===== src/rtl/sobel_pkg.sv =====
// Shared types and constants for the Sobel pipeline: sequencer states,
// coordinate width and the border padding modes understood by the kernel.
package sobel_pkg;

  localparam int COORD_W = 12;

  typedef enum logic [1:0] {
    IDLE  = 2'd0,
    FILL  = 2'd1,
    RUN   = 2'd2,
    FLUSH = 2'd3
  } win_state_t;

  // How the kernel fills window taps that fall outside the frame.
  typedef enum logic [1:0] {
    PAD_ZERO      = 2'd0,
    PAD_REPLICATE = 2'd1,
    PAD_MIRROR    = 2'd2
  } pad_mode_t;

endpackage


===== src/rtl/pos_counter.sv =====
// Raster position counter: x wraps at WIDTH-1 and carries into y, which wraps
// at HEIGHT-1. Clear has priority over enable.
module pos_counter
  import sobel_pkg::*;
#(
  parameter int WIDTH  = 1920,
  parameter int HEIGHT = 1080
) (
  input  logic               clk,
  input  logic               rst,
  input  logic               clr,
  input  logic               en,
  output logic [COORD_W-1:0] x,
  output logic [COORD_W-1:0] y,
  output logic               last_col,
  output logic               last_row
);

  localparam logic [COORD_W-1:0] LAST_X = COORD_W'(WIDTH - 1);
  localparam logic [COORD_W-1:0] LAST_Y = COORD_W'(HEIGHT - 1);

  logic [COORD_W-1:0] x_reg;
  logic [COORD_W-1:0] y_reg;

  always_ff @(posedge clk) begin
    if (rst || clr) begin
      x_reg <= '0;
      y_reg <= '0;
    end else if (en) begin
      if (last_col) begin
        x_reg <= '0;
        y_reg <= last_row ? '0 : y_reg + 1'b1;
      end else begin
        x_reg <= x_reg + 1'b1;
      end
    end
  end

  assign x        = x_reg;
  assign y        = y_reg;
  assign last_col = (x_reg == LAST_X);
  assign last_row = (y_reg == LAST_Y);

endmodule


===== src/rtl/window_ctrl.sv =====
// Line buffer sequencer for the 3x3 Sobel window: gates shifts, flushes the
// last rows with zeros and reports the registered window centre and borders.
module window_ctrl
  import sobel_pkg::*;
#(
  parameter int WIDTH  = 1920,
  parameter int HEIGHT = 1080
) (
  input  logic               clk,
  input  logic               rst,
  input  logic               hsync,
  input  logic               vsync,
  input  logic               de,
  output logic               lb_shift_en,
  output logic               lb_zero_in,
  output logic               win_valid,
  output logic [COORD_W-1:0] win_x,
  output logic [COORD_W-1:0] win_y,
  output logic               at_left,
  output logic               at_right,
  output logic               at_top,
  output logic               at_bottom,
  output logic               frame_done,
  output logic               overrun
);

  localparam int IN_CNT  = 0;
  localparam int CEN_CNT = 1;

  win_state_t state_reg, state_next;
  logic       vsync_reg;
  logic       vsync_rise;
  logic       cnt_clr;
  logic       cnt_en   [2];
  logic [COORD_W-1:0] cnt_x [2];
  logic [COORD_W-1:0] cnt_y [2];
  logic       cnt_last_col [2];
  logic       cnt_last_row [2];
  logic       win_fire, done_fire, ovr_fire;

  logic       win_valid_reg, frame_done_reg, overrun_reg;
  logic [COORD_W-1:0] win_x_reg, win_y_reg;
  logic       at_left_reg, at_right_reg, at_top_reg, at_bottom_reg;

  // hsync carries no information the sequencer needs.
  logic unused_hsync;
  assign unused_hsync = hsync;

  assign vsync_rise = vsync && !vsync_reg;

  // Counter 0 tracks the incoming pixel position, counter 1 the window centre.
  generate
    for (genvar gi = 0; gi < 2; gi++) begin : g_cnt
      pos_counter #(.WIDTH(WIDTH), .HEIGHT(HEIGHT)) u_cnt (
        .clk      (clk),
        .rst      (rst),
        .clr      (cnt_clr),
        .en       (cnt_en[gi]),
        .x        (cnt_x[gi]),
        .y        (cnt_y[gi]),
        .last_col (cnt_last_col[gi]),
        .last_row (cnt_last_row[gi])
      );
    end
  endgenerate

  always_ff @(posedge clk) begin
    if (rst) begin
      state_reg <= IDLE;
      vsync_reg <= 1'b0;
    end else begin
      state_reg <= state_next;
      vsync_reg <= vsync;
    end
  end

  always_comb begin
    state_next      = state_reg;
    lb_shift_en     = 1'b0;
    lb_zero_in      = 1'b0;
    cnt_clr         = 1'b0;
    cnt_en[IN_CNT]  = 1'b0;
    cnt_en[CEN_CNT] = 1'b0;
    win_fire        = 1'b0;
    done_fire       = 1'b0;
    ovr_fire        = 1'b0;
    case (state_reg)
      IDLE: begin
        if (vsync_rise) begin
          cnt_clr    = 1'b1;
          state_next = FILL;
        end
      end
      FILL: begin
        lb_shift_en = de;
        if (vsync_rise) begin
          ovr_fire = 1'b1;
          cnt_clr  = 1'b1;
        end else if (de) begin
          cnt_en[IN_CNT] = 1'b1;
          // Shifting input index WIDTH completes WIDTH+1 fill shifts.
          if (cnt_x[IN_CNT] == '0 && cnt_y[IN_CNT] == COORD_W'(1))
            state_next = RUN;
        end
      end
      RUN: begin
        lb_shift_en = de;
        if (vsync_rise) begin
          ovr_fire   = 1'b1;
          cnt_clr    = 1'b1;
          state_next = FILL;
        end else if (de) begin
          cnt_en[IN_CNT]  = 1'b1;
          cnt_en[CEN_CNT] = 1'b1;
          win_fire        = 1'b1;
          if (cnt_last_col[IN_CNT] && cnt_last_row[IN_CNT])
            state_next = FLUSH;
        end
      end
      FLUSH: begin
        lb_shift_en = 1'b1;
        lb_zero_in  = 1'b1;
        if (vsync_rise) begin
          ovr_fire   = 1'b1;
          cnt_clr    = 1'b1;
          state_next = FILL;
        end else begin
          cnt_en[CEN_CNT] = 1'b1;
          win_fire        = 1'b1;
          if (cnt_last_col[CEN_CNT] && cnt_last_row[CEN_CNT]) begin
            done_fire  = 1'b1;
            state_next = IDLE;
          end
        end
      end
      default: state_next = IDLE;
    endcase
  end

  // Window descriptors appear with the line buffer contents they describe.
  always_ff @(posedge clk) begin
    if (rst) begin
      win_valid_reg  <= 1'b0;
      frame_done_reg <= 1'b0;
      overrun_reg    <= 1'b0;
      win_x_reg      <= '0;
      win_y_reg      <= '0;
      at_left_reg    <= 1'b0;
      at_right_reg   <= 1'b0;
      at_top_reg     <= 1'b0;
      at_bottom_reg  <= 1'b0;
    end else begin
      win_valid_reg  <= win_fire;
      frame_done_reg <= done_fire;
      overrun_reg    <= ovr_fire;
      if (win_fire) begin
        win_x_reg     <= cnt_x[CEN_CNT];
        win_y_reg     <= cnt_y[CEN_CNT];
        at_left_reg   <= (cnt_x[CEN_CNT] == '0);
        at_right_reg  <= cnt_last_col[CEN_CNT];
        at_top_reg    <= (cnt_y[CEN_CNT] == '0);
        at_bottom_reg <= cnt_last_row[CEN_CNT];
      end
    end
  end

  assign win_valid  = win_valid_reg;
  assign frame_done = frame_done_reg;
  assign overrun    = overrun_reg;
  assign win_x      = win_x_reg;
  assign win_y      = win_y_reg;
  assign at_left    = at_left_reg;
  assign at_right   = at_right_reg;
  assign at_top     = at_top_reg;
  assign at_bottom  = at_bottom_reg;

endmodule


===== config.mk =====
export PLATFORM = sky130hd
export DESIGN_NAME = window_ctrl
export DESIGN_NICKNAME = d
export VERILOG_FILES = /design/src/rtl/sobel_pkg.sv /design/src/rtl/pos_counter.sv /design/src/rtl/window_ctrl.sv
export SDC_FILE = /design/constraint.sdc
export NUM_CORES = 1
export LEC_CHECK = 0
export ABC_CLOCK_PERIOD_IN_PS = 2840
export CAP_MARGIN = 40
export CORE_MARGIN = 10
export CORE_UTILIZATION = 25
export CTS_CLUSTER_DIAMETER = 100
export DETAILED_ROUTE_END_ITERATION = 10
export PLACE_DENSITY_LB_ADDON = 0.3
export SYNTH_ARGS = -nofsm -noshare
export SYNTH_HDL_FRONTEND = slang
export SYNTH_HIERARCHICAL = 1
export SYNTH_SLANG_ARGS = --single-unit

===== constraint.sdc =====
create_clock -name clk -period 2.84 [get_ports clk]
set_input_delay 0.568 -clock clk [delete_from_list [all_inputs] [get_ports clk]]
set_output_delay 0.568 -clock clk [all_outputs]
set_load 0.1 [all_outputs]

; Yosys cells after proc, flatten, opt, wreduce, memory -nomap -nowiden
; Cells that the tools add are included.
[word_totals]
in_bits = 5
output_inout_bits = 33
ff_bits = 82
[op_classes]
eq_ne = 15
reduce_logical = 18
n_mux = 27
addsub = 4
n_bitwise = 2
[ops]
columns = operator, count
row1 = 12-bit by 1-bit adder with 12-bit output (second input constant), 4
row2 = 12-bit by 11-bit equality test with 1-bit output (second input constant), 4
row3 = 12-bit 2-to-1 mux, 4
row4 = 12-bit logical NOT, 3
row5 = 2-bit 2-to-1 mux, 11
row6 = 12-bit by 1-bit equality test with 1-bit output (second input constant), 1
row7 = 3-bit inequality test (second input constant), 3
row8 = 2-bit inequality test (second input constant), 4
row9 = 1-bit case mux with 2 select lines, 4
row10 = 2-bit case mux with 4 select lines, 1
row11 = 1-bit 2-to-1 mux, 7
row12 = 7-bit AND reduction, 1
row13 = 3-bit OR reduction, 2
row14 = 2-bit equality test (second input constant), 2
row15 = 1-bit logical AND, 4
row16 = 2-bit AND reduction, 2
row17 = 2-bit OR reduction, 2
row18 = 4-bit OR reduction, 1
row19 = 2-bit by 1-bit equality test with 1-bit output (second input constant), 1
row20 = 2-bit logical NOT, 1
row21 = 1-bit inverter, 2
row22 = 1-bit logical NOT, 1
row23 = 1-bit logical OR, 1

; Longest topological paths before layout
[logic_depth]
depth_word = 6
mapped_depth = 13

; By module
; Netlist, hierarchy kept.
[modules_own_cells]
columns = mod, area_per_inst_um2, cells_each, seq_area_each_um2, n_inst
row1 = pos_counter, 1196.1, 141, 480.5, 2
row2 = window_ctrl, 1445.1, 176, 680.7, 1

; Least setup slack after synthesis
; No wires, ideal clock.
[synth_timing]
kind = flip-flop to output port
startpoint = reg state_reg[0]
endpoint = out lb_shift_en
t_arrival_ns = 2.636
required_ns = 2.272
path_slack_ns = -0.364
path_buffers = 0
stages_incl_launch_ff = 4
path_cell_list = dfxtp_1 -> ha_1 -> a21oi_1 -> nor2_1
[synth_via]
elab_chain_cells = 3
[synth_rtl]
columns = item, line_no
row1 = start: declaration, window_ctrl.sv:30  ; win_state_t state_reg, state_next;
row2 = start signal: assignment, window_ctrl.sv:72  ; state_reg <= state_next;
row3 = 2-bit equality test or 2-bit by 1-bit equality test with 1-bit output (tied branches), window_ctrl.sv:87  ; case (state_reg)
row4 = 2-bit OR reduction (no line), --
row5 = 1-bit case mux with 2 select lines (*), window_ctrl.sv:87
row6 = end: declaration, window_ctrl.sv:14  ; output logic lb_shift_en,
; Every way passes the cells marked *; elsewhere a longest branch is shown, timed or not.

==> flow_metrics.tcl <==
set metrics [dict create \
    grt_pass1_wl_mm 15.74 \
    dp.cells 669 \
    worstHoldStart "win_y[0]" \
    io_buffers 36 \
    critPathTopFamily "simple AND/OR/NAND/NOR gates" \
    yosysSeqAreaShare_pct 42.78 \
    netSwitchingPower_mw 0.8957 \
    cts-resized-gates 0 \
    ys_types 47 \
    firstDrtPassIters 4 \
    cts_hold_buffers 0 \
    setup_viol 0 \
    layout-drive-gt1-share_pct 15.69 \
    grt_setup_unrepaired "no" \
    totalWireLength_mm 9.467 \
    syn-cell-area_um2 3837 \
    dp_hpwl_mm 6.773 \
    final_util_pct 30.48 \
    cts_inserted_buffers 9 \
    path_class "reg -> reg" \
    grt_max_degree 34 \
    synth.avg_cell_area_um2 8.379 \
    drt-initial-drc-count 177 \
    num_vias 3402 \
    tightest_slew_ns 0.5037 \
    fin_nets 505 \
    clk_latency_ns 0.34 \
    hold_path_class "reg -> reg" \
    synth_top_area_share_pct 42.78 \
    cts_tree "built" \
    ff2ff_path_depth 7 \
    leakage_nw 1.559 \
    rows 45 \
    synth_edf_count 0 \
    clock_sinks 82 \
    max_stage_delay_ns 0.60 \
    ys_ff_latch 82 \
    rr_endpoint "state_reg[0]" \
    finalWeightedCongestion 0.8488 \
    layout_commonest_cell "dfxtp_1" \
    slew_headroom_pct 66.42 \
    fp.dieArea_um2 20710 \
    hold_depth 2 \
    ioPinCount 38 \
    max_freq_mhz 410.6 \
    synth_area_leaders "dfxtp_1, nand2_1, a21oi_1" \
    areaGrowthSynthToFinish_pct 20.31 \
    cap_violations 0 \
    drv_slew 0 \
    wl_per_cell_um 13.82 \
    drc 0 \
    p_int_mw 1.953 \
    core-area_um2 15150 \
    die_y_um 143.9 \
    start_util_pct 25.34 \
    outcome "complete, no violations" \
    path_cells "or4b_1, nor3_1, nand2_1, a221o_1, a2bb2oi_2, a31o_2, a21oi_1" \
    h-tree-depth 3 \
    final_cells 685 \
    ir_drop_mv 0.3444 \
    crit_path_start_kind "flip-flop" \
    min_period_over_period_pct 85.75 \
    fillerInstances 1608 \
    clkSlewWorstSetupHoldPaths_ns 0.07 \
    syn_inst 458 \
    mostFrequentLayoutCells "dfxtp_1, nand2_1, buf_4, a21oi_1, nor2_1" \
    fin_crit_ns 2.435 \
    slowest_stage "or4b_1" \
    power_frac_seq_pct 42.2 \
    powerDensity_nw_per_um2 617.0 \
    routed_via_density 4.966 \
    ant_nets 0 \
    antenna_cells 0 \
    fp.dieW_um 143.9 \
    ys.warnings.count 6 \
    holdPathEnd "win_y[0]" \
    grt_usage_pct 9.204 \
    crit_path_end_kind "flip-flop" \
    synth-main-ff-cell "dfxtp_1" \
    combinationalPowerShare_pct 18.0 \
    crit_buf_inv 0 \
    antenna_found_initial 0 \
    cp_max_fo 9 \
    final.hold.worst_slack_ns 0.4543 \
    clk_path_buf_depth 2 \
    setup_slack_ns 0.4047 \
    synth-async-reset-ratio_pct 0 \
    power_switching_share_pct 31.45 \
    dpl_worst_slack_ns 0.1277 \
    setup_tns_ns 0 \
    crit_required_ns 3.07 \
    worst_r2r_startpoint "g_cnt[1].u_cnt/y[3]" \
    skew_ns 0.006223 \
    synth.net_count 471 \
    synth_largest_area_cell "dfxtp_1" \
    hold_viol 0 \
    post_cts_buffers 0 \
    first_global_vias 3182 \
    grt-ovfl-total 0 \
    cp_data_arrival_time_ns 2.66 \
    cts-root-buf "clkbuf_16" \
    p_clk_share_pct 39.8 \
    reg2reg_setup_slack_ns 0.40 \
]
[through the flow]
stage	area (um^2)	power [mW]
floorplan	3842	1.635
global placement	4329	1.733
detailed placement	4329	1.742
CTS	4617	2.886
global route	4617	2.976
finish	4617	2.848
[worst reg2reg max path, stage by stage, from the launching register on]
cell and delay (ns):
dfxtp_1 0.40, or4b_1 0.60, nor3_1 0.35, nand2_1 0.15, a221o_1 0.40, a2bb2oi_2 0.21
a31o_2 0.18, a21oi_1 0.04
[synth_stat cells (3+ instances only)]
library cell,n
ha_1,8
dfxtp_1,82
buf_2,10
xnor2_1,14
a41oi_1,6
or3_1,6
nand4_1,19
clkbuf_1,9
a31oi_1,14
buf_6,3
o211ai_1,6
a21oi_1,41
buf_4,4
o31ai_1,4
and4_1,4
nand3_1,13
o21ai_0,4
and3_1,10
nor2_1,33
xor2_1,8
nor4_1,18
nand2b_1,5
nand2_1,80
inv_1,10
nor3_1,11
[worst max path at each step]
| stage | startpoint | endpoint | depth (start not counted) |
|---|---|---|---|
| floorplan | state_reg[0] | g_cnt[1].u_cnt/x[0] | 12 |
| global placement | de | g_cnt[1].u_cnt/x[11] | 9 |
| detailed placement | de | g_cnt[1].u_cnt/x[11] | 9 |
| CTS | g_cnt[1].u_cnt/y[3] | state_reg[0] | 7 |
| global route | g_cnt[1].u_cnt/y[3] | state_reg[0] | 7 |
| finish | g_cnt[1].u_cnt/y[3] | state_reg[0] | 7 |
[kinds of logic (layout without fill, tap and decap cells)]
group | count (synthesis) | after routing | share of synthesized area, %
simple gates | 215 | 215 | 28.24
compound gates | 90 | 90 | 15.39
flops | 82 | 82 | 42.78
buf+inv | 39 | 78 | 5.445
xor+xnor | 22 | 22 | 5.021
fa+ha+maj | 8 | 8 | 2.609
mux | 2 | 2 | 0.5217
[power by group through the flow]
stage | Sequential, mW | Combinational [mW] | Clock [mW]
after floorplan | 1.30 | 0.335 | 0
after global placement | 1.23 | 0.504 | 0
after detailed placement | 1.23 | 0.513 | 0
after CTS | 1.20 | 0.517 | 1.17
after global routing | 1.21 | 0.556 | 1.21
final | 1.20 | 0.513 | 1.13
[cell type report]
cell class	count	area (um^2)	share of cell area, %
clock inverters	7	62.56	1.355
well taps	188	235.2	5.095
repair buffers	52	422.9	9.160
clock buffers	9	225.2	4.878
flip-flops and latches	82	1642	35.56
inverters	10	37.54	0.8130
multi-input cells	337	1992	43.14
[per-layer routing]
metal  routed length (um)  GRT usage [%]
met5                    0              0
met4                  111          2.472
met3                  552          3.003
met2                 4354          14.47
met1                 4448          11.78
Power figures use the tool's default switching activity.
